--- src/rtl/acia_tx_sequencer.sv ---
// Transmit sequencer for a 6551 ACIA: runs the register init, then drains a byte FIFO into
// the transmit data register, polling TDRE and only strobing the ACIA while the bus is granted.
module acia_tx_sequencer #(
  parameter int unsigned DEPTH    = 16,
  parameter logic [7:0]  CTRL_VAL = 8'h1E,
  parameter logic [7:0]  CMD_VAL  = 8'h0B,
  parameter int unsigned POLL_GAP = 4
) (
  input  logic                       clk,
  input  logic                       reset_bar,
  input  logic                       push,
  input  logic [7:0]                 push_data,
  output logic                       full,
  output logic                       empty,
  output logic [$clog2(DEPTH):0]     level,
  output logic                       overflow,
  output logic                       ready,
  output logic                       bus_req,
  input  logic                       bus_gnt,
  output logic                       acia_cs,
  output logic                       acia_rw,
  output logic [1:0]                 acia_rs,
  output logic [7:0]                 acia_wdata,
  input  logic [7:0]                 acia_rdata
);

  localparam int unsigned AW = $clog2(DEPTH);
  localparam int unsigned LW = AW + 1;
  localparam int unsigned GW = (POLL_GAP > 1) ? $clog2(POLL_GAP) : 1;

  typedef enum logic [2:0] {
    StReset,
    StInitCtl,
    StInitCmd,
    StIdle,
    StPoll,
    StWrite,
    StWait
  } state_e;

  state_e          r_state;
  logic            r_req;
  logic            r_acc;
  logic            r_rw;
  logic [1:0]      r_rs;
  logic [7:0]      r_wd;
  logic            r_ready;
  logic [GW-1:0]   r_gap;

  logic [7:0]      r_mem [DEPTH];
  logic [AW-1:0]   r_wr_ptr;
  logic [AW-1:0]   r_rd_ptr;
  logic [LW-1:0]   r_level;
  logic            r_ovf;

  logic            w_full;
  logic            w_empty;
  logic            w_push_ok;
  logic            w_pop;
  logic            w_tdre;
  logic            unused_rdata;

  assign w_full    = (r_level == LW'(DEPTH));
  assign w_empty   = (r_level == '0);
  // full is the registered value, so a push while full is dropped even if a pop frees a slot.
  assign w_push_ok = push && !w_full;
  assign w_pop     = (r_state == StWrite) && bus_gnt;
  assign w_tdre    = acia_rdata[4];
  assign unused_rdata = ^{acia_rdata[7:5], acia_rdata[3:0]};

  always_ff @(posedge clk) begin
    if (w_push_ok) begin
      r_mem[r_wr_ptr] <= push_data;
    end
  end

  always_ff @(posedge clk or negedge reset_bar) begin
    if (!reset_bar) begin
      r_wr_ptr <= '0;
      r_rd_ptr <= '0;
      r_level  <= '0;
      r_ovf    <= 1'b0;
    end else begin
      if (w_push_ok) begin
        r_wr_ptr <= r_wr_ptr + AW'(1);
      end
      if (w_pop) begin
        r_rd_ptr <= r_rd_ptr + AW'(1);
      end
      case ({w_push_ok, w_pop})
        2'b10:   r_level <= r_level + LW'(1);
        2'b01:   r_level <= r_level - LW'(1);
        default: r_level <= r_level;
      endcase
      if (push && w_full) begin
        r_ovf <= 1'b1;
      end
    end
  end

  // Strobe values are registered per state; the grant only gates them onto the bus.
  always_ff @(posedge clk or negedge reset_bar) begin
    if (!reset_bar) begin
      r_state <= StReset;
      r_req   <= 1'b0;
      r_acc   <= 1'b0;
      r_rw    <= 1'b1;
      r_rs    <= 2'b00;
      r_wd    <= 8'h00;
      r_ready <= 1'b0;
      r_gap   <= '0;
    end else begin
      unique case (r_state)
        StReset: begin
          r_state <= StInitCtl;
          r_req   <= 1'b1;
          r_acc   <= 1'b1;
          r_rw    <= 1'b0;
          r_rs    <= 2'b11;
          r_wd    <= CTRL_VAL;
        end
        StInitCtl: begin
          if (bus_gnt) begin
            r_state <= StInitCmd;
            r_rs    <= 2'b10;
            r_wd    <= CMD_VAL;
          end
        end
        StInitCmd: begin
          if (bus_gnt) begin
            r_state <= StIdle;
            r_req   <= 1'b0;
            r_acc   <= 1'b0;
            r_rw    <= 1'b1;
            r_rs    <= 2'b00;
            r_wd    <= 8'h00;
            r_ready <= 1'b1;
          end
        end
        StIdle: begin
          if (!w_empty) begin
            r_state <= StPoll;
            r_req   <= 1'b1;
            r_acc   <= 1'b1;
            r_rw    <= 1'b1;
            r_rs    <= 2'b01;
          end
        end
        StPoll: begin
          if (bus_gnt) begin
            if (w_tdre) begin
              r_state <= StWrite;
              r_rw    <= 1'b0;
              r_rs    <= 2'b00;
              r_wd    <= r_mem[r_rd_ptr];
            end else begin
              r_state <= StWait;
              r_req   <= 1'b0;
              r_acc   <= 1'b0;
              r_rs    <= 2'b00;
              r_gap   <= GW'(POLL_GAP - 1);
            end
          end
        end
        StWrite: begin
          if (bus_gnt) begin
            r_state <= StIdle;
            r_req   <= 1'b0;
            r_acc   <= 1'b0;
            r_rw    <= 1'b1;
            r_wd    <= 8'h00;
          end
        end
        StWait: begin
          if (r_gap == '0) begin
            r_state <= StPoll;
            r_req   <= 1'b1;
            r_acc   <= 1'b1;
            r_rs    <= 2'b01;
          end else begin
            r_gap <= r_gap - GW'(1);
          end
        end
        default: r_state <= StReset;
      endcase
    end
  end

  always_comb begin
    acia_cs    = r_acc && bus_gnt;
    acia_rw    = acia_cs ? r_rw : 1'b1;
    acia_rs    = acia_cs ? r_rs : 2'b00;
    acia_wdata = acia_cs ? r_wd : 8'h00;
  end

  assign bus_req  = r_req;
  assign ready    = r_ready;
  assign full     = w_full;
  assign empty    = w_empty;
  assign level    = r_level;
  assign overflow = r_ovf;

endmodule
--- config.mk ---
export PLATFORM = sky130hd
export DESIGN_NAME = acia_tx_sequencer
export DESIGN_NICKNAME = d
export VERILOG_FILES = /design/src/rtl/acia_tx_sequencer.sv
export SDC_FILE = /design/constraint.sdc
export NUM_CORES = 1
export LEC_CHECK = 0
export CAP_MARGIN = 10
export CORE_ASPECT_RATIO = 0.6
export CORE_MARGIN = 1.5
export CORE_UTILIZATION = 59
export DETAILED_ROUTE_END_ITERATION = 8
export GPL_ROUTABILITY_DRIVEN = 0
export PLACE_DENSITY = 0.76
export SYNTH_ARGS = -nofsm -noshare
export SYNTH_HDL_FRONTEND = slang
export SYNTH_SLANG_ARGS = --single-unit
export TNS_END_PERCENT = 100
--- constraint.sdc ---
create_clock -name clk -period 3.7 [get_ports clk]
set_clock_uncertainty 0.15 [all_clocks]
set_input_delay 0.555 -clock clk [delete_from_list [all_inputs] [get_ports clk]]
set_output_delay 0.555 -clock clk [all_outputs]
set_load 0.05 [all_outputs]
After elaboration in Yosys (flattened, before gate mapping). Memory sizes are Yosys's and may differ from the RTL's. Index checks and enable logic that the tools add are counted.

Register bits after elaboration: 32. Memory bits (writable): 128. Input bits: 20. Output and inout bits: 22. Logic and storage cells: 95. Memories: 1.

$add $sub $neg: 5. Equal/unequal tests: 18. Mux-type cells: 37. Reduce and logical (&&, ||, !) cells: 23.

Memories: r_mem (words 16, bits a word 8, read ports 1, clocked after memory_dff 0, write ports 1, line 50) `logic [7:0] r_mem [DEPTH];`.

Operators with widths (number): 8-bit two-way mux (5); 8-bit one-hot mux with 4 select lines (1); 5-bit AND reduction (4); 2-bit two-way mux (9); 3-bit one-hot mux with 6 select lines (1); 3-bit two-way mux (5); 2-bit inequality test, second input constant (7); 1-bit two-way mux (11); 2-bit one-hot mux with 5 select lines (1); 5-bit one-hot mux with 2 select lines (1); 5-bit nonzero test (2); 3-bit equality test, second input constant (3); 4-bit by 1-bit adder with 4-bit output, second input constant (2); 4-bit nonzero test (2); 3-bit by 2-bit equality test with 1-bit output, second input constant (2); 6-bit AND reduction (1); 5-bit by 1-bit adder with 5-bit output, second input constant (1); 5-bit equality test, second input constant (1); 5-bit logical NOT (1); 1-bit one-hot mux with 5 select lines (1); 5-bit by 1-bit subtractor with 5-bit output, second input constant (1); 1-bit logical AND (4); 2-bit by 1-bit inequality test with 1-bit output, second input constant (2); 1-bit one-hot mux with 4 select lines (1); other kinds (12) (14).

Depth between registers and ports, before layout. Gate-level depths: netlist of the first run.

Depth in word-level cells: 5. Mapped depth: 12. Depth with buffers taken out: 10.

Worst setup path after synthesis of the first run. OpenSTA, ideal clock, no wires.

Path kind: register -> register. Start point: register r_level[2], in the netlist level[2]. End point: register r_level[4], in the netlist level[4]. Arrival time: 3.091 ns. Required time: 3.470 ns. Slack: 0.380 ns. Stages on the path, launching flop included: 13. Path buffers: 2. Clock period less this slack: 3.320 ns. Cells stage by stage: dfrtp_1 -> clkbuf_1 -> nor4_1 -> a21boi_2 -> inv_1 -> ha_1 -> clkbuf_1 -> xor2_1 -> ha_1 -> or3b_1 -> a211o_1 -> a21oi_1 -> xor2_1.

Word-level cells in the longest chain between the ends: 5. Elaborated cells between the ends (all ways): 9. Classes of those cells: 2 x add/sub; 3 x eq/ne; 1 x mux; 3 x reduce/logical.

Ends and longest elaborated chain: start, declared (line 53) `logic [LW-1:0] r_level;`; start signal, assigned (line 91) `2'b10: r_level <= r_level + LW'(1);`; start signal, assigned (line 92) `2'b01: r_level <= r_level - LW'(1);`; start signal, assigned (line 93) `default: r_level <= r_level;`; 5-bit equality test (line 63) `assign w_full = (r_level == LW'(DEPTH));`; 1-bit logical NOT (line 66) `assign w_push_ok = push && !w_full;`; 1-bit logical AND (line 66); 2-bit by 1-bit equality test with 1-bit output or 2-bit equality test (tied branches) (line 90) `case ({w_push_ok, w_pop})`; 5-bit one-hot mux with 2 select lines or 2-bit nonzero test (tied branches).

Parallel ways exist; a longest one is shown, timed or not. A chain may end at the register's enable or synchronous reset.

Final worst setup path of the first run.
Start point: register r_level[1], in the netlist level[1]. End point: output empty.

Word-level cells in the longest chain between the ends: 1.

Ends and longest elaborated chain: 5-bit logical NOT (line 64) `assign w_empty = (r_level == '0);`; end, declared (line 14) `output logic empty,`.

Every way passes these cells.

==> summary.txt, run 1 <==
Buffer levels on the longest clock path: 2
Vias per cell: 6.142
Final core occ: 71.35%
Final Setup Violations: 0
CTS sink count: 160
Fill count: 743
Flop-to-flop setup slack: 0.79 ns
Largest net degree at the start of global routing: 33
Run status: complete, no violations
Hold Vio Cnt, Final: 0
DP Wirelength: 9.574 mm
EDFF count, synth: 128
Fin cells: 667
Fin nets: 523
Sequential-to-total area share from yosys stat: 66.47%
Antenna viol nets, final: 0
NetSw: 2219 uW
Avg Cell Area, Syn: 15.85 sq um
Syn nets: 470
Post-synth design cell area: 6989 sq um
DRC: 0
H-tree levels: 4
# placed instances: 635
Register share of total power: 41.0%
CTS buffer count: 17
I/O Pins: 42
Fin crit period: 3.274 ns
Starting Density: 61.25%
Most used flip-flop cell after synthesis: edfxtp_1
Seq cells post-synth: 160
HP Class: flip-flop to flip-flop
Tot GR Track Use: 25.32%
Tcrit/Tclk final: 88.50%
# hold bufs at CTS: 0
Net Sw Frac: 35.39%
Clk slew on worst S/H paths: 0.06 ns
GR Overflow Total: 0
Worst-Margin Slew: 0.8899 ns
Setup CP Type: flip-flop to output port
Setup TNS: 0 ns
Met3 Usage GRT: 7.477%
Ys async rst share: 20.00%
Die width: 143.5 um
Clock root cell: clkbuf_16
Met2 layer usage reported by global route: 37.76%
YS warnings: 0
Leakage: 0.002874 uW
WP data required: 2.99 ns
TritonCTS clock tree: yes
P_int: 4052 uW
Mapped Cells: 441
DR vias: 4097
Diodes inserted: 0
Synthesis-to-finish area growth: 16.49%
Die area: 12530 sq um
Pwr/cell area: 770.2 nW/um^2
IO buf count: 34
Max-slew violation count: 0
DR iter-0 viols: 349
Clk pwr share: 25.1%
MaxCap Viol Count: 0
Crit path DAT: 2.57 ns
Post_cts resized: 0
Setup crit start kind: flip-flop
Critical path peak fanout: 9
VDD IR max: 393.9 uV
Wirelength per Cell: 21.82 um
RSZ-0062 raised after global routing: false
Relative slew slack: 40.67%
GRT met1 Usage: 36.85%
Site Rows: 30
Number of library cell types mapped by synthesis: 64
DIE HEIGHT: 87.31 um
Post CTS Setup Buffer Count: 0
Share of cells above drive strength 1: 19.33%
Most used routing layer: met2
Clk Latency, worst-skew pair: 0.42 ns
Core area: 11410 sq um
WL final: 14.55 mm
Global-route wire length before repair: 22.30 mm
Vias in the first global route: 4013
Initial antenna violation count: 0
Pre-Repair DR Iteration Count: 4
CP Capture Type: output port
Combinational Power Share: 33.8%
FMAX: 305.4 MHz
==> synth_stat cells (all sizes together) (4+ instances only) <==
library cell / n / area (sq um)
buf: 20 / 113.9
xnor2: 6 / 52.55
nor2: 23 / 93.84
mux4: 30 / 694.4
nand4: 6 / 37.54
xor2: 7 / 61.31
a2bb2oi: 4 / 35.03
dfrtp: 31 / 775.7
mux2: 6 / 67.56
o311ai: 6 / 52.55
ha: 9 / 112.6
o21ai: 16 / 80.08
a21oi: 9 / 45.04
nor3: 7 / 35.03
inv: 9 / 33.78
edfxtp: 128 / 3844
mux2i: 13 / 130.1
nand2b: 9 / 56.30
clkbuf: 10 / 37.54
and3: 10 / 62.56
nor2b: 7 / 43.79
nand2: 18 / 67.56
nand3: 9 / 45.04
==> cells by family after synthesis <==
| family | after synthesis | share of synthesized area, % |
|---|---|---|
| compound gates | 66 | 6.839 |
| simple gates | 104 | 7.984 |
| mux | 49 | 12.76 |
| buf+inv | 40 | 2.703 |
| fa+ha+maj | 9 | 1.611 |
| flops | 160 | 66.47 |
| xor+xnor | 13 | 1.629 |
==> worst paths after layout <==
kind / from / end / cells past startpoint
min: overflow / overflow / 1
min in group asynchronous: reset_bar / r_state[2] / 2
max reg2reg: level[1] / level[4] / 10
max in group asynchronous: reset_bar / r_rw / 2
max: level[1] / empty / 3
min reg2reg: overflow / overflow / 1
==> layout by cell type (no fill, tap or decap), types with 5 or more instances in the layout <==
| master | n |
|---|---|
| edfxtp_1 | 128 |
| clkdlybuf4s50_1 | 34 |
| dfrtp_1 | 31 |
| buf_4 | 30 |
| mux4_2 | 25 |
| nor2_1 | 22 |
| nand2_1 | 18 |
| clkbuf_16 | 17 |
| o21ai_0 | 14 |
| mux2i_1 | 13 |
| and3_1 | 10 |
| inv_1 | 9 |
| nand2b_1 | 9 |
| a21oi_1 | 9 |
| nand3_1 | 9 |
| ha_1 | 9 |
| xor2_1 | 7 |
| nor3_1 | 7 |
| nor2b_1 | 7 |
| mux2_2 | 6 |
| xnor2_1 | 6 |
| nand4_1 | 6 |
| mux4_1 | 5 |
| clkinv_4 | 5 |
==> stage by stage <==
stage | hold WS, ns | setup slack [ns] | power [uW] | area (sq um)
after global placement | 0.2873 | 0.5618 | 4628 | 7604
after CTS | 0.3309 | 0.4243 | 6301 | 8142
after global routing | 0.3420 | 0.3735 | 6565 | 8142
final | 0.3299 | 0.4256 | 6270 | 8142
after floorplan | 0.1094 | 0.3798 | 4080 | 6989
after detailed placement | 0.3063 | 0.4857 | 4708 | 7604
==> area by class of cell <==
type | instances | area (sq um) | area share (%)
Clock buffer | 17 | 425.4 | 5.225
Clock inverter | 15 | 112.6 | 1.383
Inverter | 10 | 37.54 | 0.4610
Multi-Input combinational cell | 241 | 2155 | 26.46
Sequential cell | 160 | 4646 | 57.06
Tap cell | 160 | 200.2 | 2.459
Timing Repair Buffer | 64 | 565.5 | 6.946
==> registers in the layout, summed over array words and instances, names as in the netlist <==
signal / flops
r_state: 3
r_rs: 2
r_gap: 2
r_acc: 1
overflow: 1
r_wd: 8
r_rd_ptr: 4
r_rw: 1
r_wr_ptr: 4
level: 5
r_mem: 128
ready: 1
==> power by group through the flow <==
| stage | sequential [uW] | clock [uW] | combinational [uW] |
|---|---|---|---|
| finish | 2570 | 1570 | 2120 |
| global route | 2610 | 1670 | 2280 |
| CTS | 2570 | 1600 | 2130 |
| detailed placement | 2600 | 0 | 2100 |
| global placement | 2570 | 0 | 2060 |
| floorplan | 2560 | 0 | 1520 |
==> per-layer routing <==
| metal | part of all wire (%) | routed length, um |
|---|---|---|
| met2 | 46 | 6721 |
| met3 | 8.0 | 1162 |
| met5 | 0 | 0 |
| met4 | 1.2 | 171 |
| met1 | 45 | 6495 |
==> worst max-delay path, stage by stage (launching register included) <==
cell and delay, ns:
dfrtp_1 0.50, or4_4 0.63, nor2_4 0.19, clkdlybuf4s50_1 0.83
(Power assumes the default switching activity.)
==> inputs of run 2 (changes only) <==
Settings changed: CAP_MARGIN 10 to 20.
==> results of run 2 <==
No change in the layout: final DEF, timing and power equal those of run 1.
==> inputs of run 3 (changes only) <==
Settings changed: CORE_UTILIZATION 59 to 60, CTS_BUF_LIST from default to sky130_fd_sc_hd__clkbuf_2, PLACE_DENSITY 0.76 to 0.8, SETUP_SLACK_MARGIN from default to 0.15.
==> summary.txt, run 3 (synthesis gave the netlist of run 1 again) <==
Fin crit period: 3.364 ns (was 3.274 ns)
WP buf/inv: 1 (unchanged)
Wirelength per Cell: 21.42 um (was 21.82 um)
Fin nets: 521 (was 523)
Vias in the first global route: 3828 (was 4013)
Hold slack: 0.05580 ns (was 0.3299 ns)
Fill count: 762 (was 743)
Synthesis-to-finish area growth: 12.44% (was 16.49%)
DIE HEIGHT: 86.60 um (was 87.31 um)
Run status: complete, no violations (unchanged)
H-tree levels: 4 (unchanged)
Clk slew on worst S/H paths: 0.25 ns (was 0.06 ns)
Vias per cell: 6.137 (was 6.142)
DR vias: 4087 (was 4097)
CP Capture Type: output port (unchanged)
FMAX: 297.3 MHz (was 305.4 MHz)
Share of cells above drive strength 1: 19.60% (was 19.33%)
Max incr delay on CP: 0.80 ns (was 0.83 ns)
Slowest cell on the critical path: clkdlybuf4s50_1 (unchanged)
Max-slew violation count: 0 (unchanged)
Final Cell Area: 7859 sq um (was 8142 sq um)
Setup WS pre-CTS: 0.3799 ns (was 0.4857 ns)
CTS buffer count: 17 (unchanged)
Crit path DAT: 2.66 ns (was 2.57 ns)
Pwr/cell area: 724.2 nW/um^2 (was 770.2 nW/um^2)
Clk Latency, worst-skew pair: 0.69 ns (was 0.42 ns)
Buffer levels on the longest clock path: 2 (unchanged)
CP top delay family: buffers and inverters (unchanged)
WL final: 14.27 mm (was 14.55 mm)
Worst-Margin Slew: 0.7338 ns (was 0.8899 ns)
Starting Density: 61.66% (was 61.25%)
GR Overflow Total: 0 (unchanged)
IO buf count: 34 (unchanged)
Setup CP Type: flip-flop to output port (unchanged)
Crit-path cells: nor4_1, and2_1, clkdlybuf4s50_1 (was or4_4, nor2_4, clkdlybuf4s50_1)
Final Setup Violations: 0 (unchanged)
Max reg flops: 128 (unchanged)
MaxCap Viol Count: 0 (unchanged)
Largest net degree at the start of global routing: 33 (unchanged)
R2R depth: 10 (unchanged)
Commonest cells after routing, fill and taps aside: edfxtp_1, clkdlybuf4s50_1, dfrtp_1, buf_4, mux4_2 (unchanged)
RSZ-0062 raised after global routing: false (unchanged)
Setup crit start kind: flip-flop (unchanged)
I/O Pins: 42 (unchanged)
Final core occ: 69.33% (was 71.35%)
Top reg by flops: r_mem (unchanged)
Tot GR Track Use: 24.76% (was 25.32%)
Antenna viol nets, final: 0 (unchanged)
Critical path peak fanout: 9 (unchanged)
Clock root cell: clkbuf_2 (was clkbuf_16)
Post-Place Cell Area: 7589 sq um (was 7604 sq um)
Die area: 12330 sq um (was 12530 sq um)
Leakage: 0.002755 uW (was 0.002874 uW)
Relative slew slack: 50.70% (was 40.67%)
Global-route wire length before repair: 21.74 mm (was 22.30 mm)
R2r startpoint: level[1] (unchanged)
Setup TNS: 0 ns (unchanged)
HP Class: input pin to asynchronous set/reset pin (was flip-flop to flip-flop)
WP data required: 2.99 ns (about the same)
Pre-Repair DR Iteration Count: 4 (unchanged)
Die width: 142.3 um (was 143.5 um)
Worst r2r dst: level[4] (unchanged)
Tcrit/Tclk final: 90.92% (was 88.50%)
Setup slack after layout: 0.3360 ns (was 0.4256 ns)
Site Rows: 30 (unchanged)
Initial antenna violation count: 0 (unchanged)
VDD IR max: 305.2 uV (was 393.9 uV)
DP Wirelength: 9.480 mm (was 9.574 mm)
Hold Vio Cnt, Final: 0 (unchanged)
DRC: 0 (unchanged)
TritonCTS clock tree: yes (unchanged)
Commonest non-fill, non-tap cell in the layout: edfxtp_1 (unchanged)
Flop-to-flop setup slack: 0.62 ns (was 0.79 ns)
CTS sink count: 160 (unchanged)
Core area: 11340 sq um (was 11410 sq um)
DR iter-0 viols: 400 (was 349)
## run 3: cell count changes in the layout (fill, tap and decap cells not counted), moves of 2 or more
| cell | previous run | this run |
|---|---|---|
| buf_4 | 30 | 28 |
| clkinvlp_4 | 3 | 6 |
| bufinv_16 | 0 | 3 |
| clkinv_4 | 5 | 1 |
| clkinv_1 | 4 | 1 |
| clkbuf_16 | 17 | 0 |
| clkbuf_2 | 0 | 17 |
## run 3: layer usage
layer / global-route usage (%) / up-vias / wire [um]
met5: 0 / - / 0
met4: 5.342 / 0 / 120
met3: 7.514 / 14 / 1353
met2: 35.30 / 196 / 6257
met1: 38.11 / 2037 / 6534
li1: - / 1840 / -
## run 3: timing repair
| action | 4_1_cts | 5_1_grt |
|---|---|---|
| buffers inserted | 0 | 0 |
| endpoints found under the setup margin | 1 | 0 |
| gates resized for setup | 1 | 0 |
| hold buffers | 0 | 0 |
## run 3: stage by stage
step	power, uW	cells
after floorplan	4080	441
after global placement	4619	633
after detailed placement	4699	633
after CTS	5705	665
after global routing	5983	665
final	5691	666
## run 3: report_power, final
group / switching [uW] / internal, uW
combinational: 1210 / 925
sequential: 294 / 2250
clock: 636 / 382
total: 2140 / 3550
## run 3: worst max path at each step
stage             start        to  slack (ns)  cells after the start
6_report       level[1]      full        0.34                      3
5_1_grt        level[1]      full        0.16                      3
3_5_place_dp    bus_gnt  level[4]        0.38                     10
2_1_floorplan  level[2]  level[4]        0.38                     12
4_1_cts        level[1]      full        0.29                      3
3_3_place_gp    bus_gnt  level[4]        0.43                     10
## run 3: area by class of cell
class | instances | area, sq um | area share [%]
Clock inverter | 15 | 183.9 | 2.340
Clock buffer | 17 | 85.08 | 1.083
Timing Repair Buffer | 62 | 549.3 | 6.989
Sequential cell | 160 | 4646 | 59.11
Antenna cell | 1 | 2.502 | 0.03184
Tap cell | 160 | 200.2 | 2.547
Multi-Input combinational cell | 241 | 2155 | 27.42
Inverter | 10 | 37.54 | 0.4776
## run 3: worst register-to-register path, delay by kind of cell, from the launching register on
family,cells,cell delay (ns)
XOR/XNOR,2,0.28
AND/OR/NAND/NOR,2,0.79
AO/OA/AOI/OAI,3,0.57
adder cells (fa/ha/maj),2,0.62
buffers and inverters,1,0.09
flip-flops,1,0.54
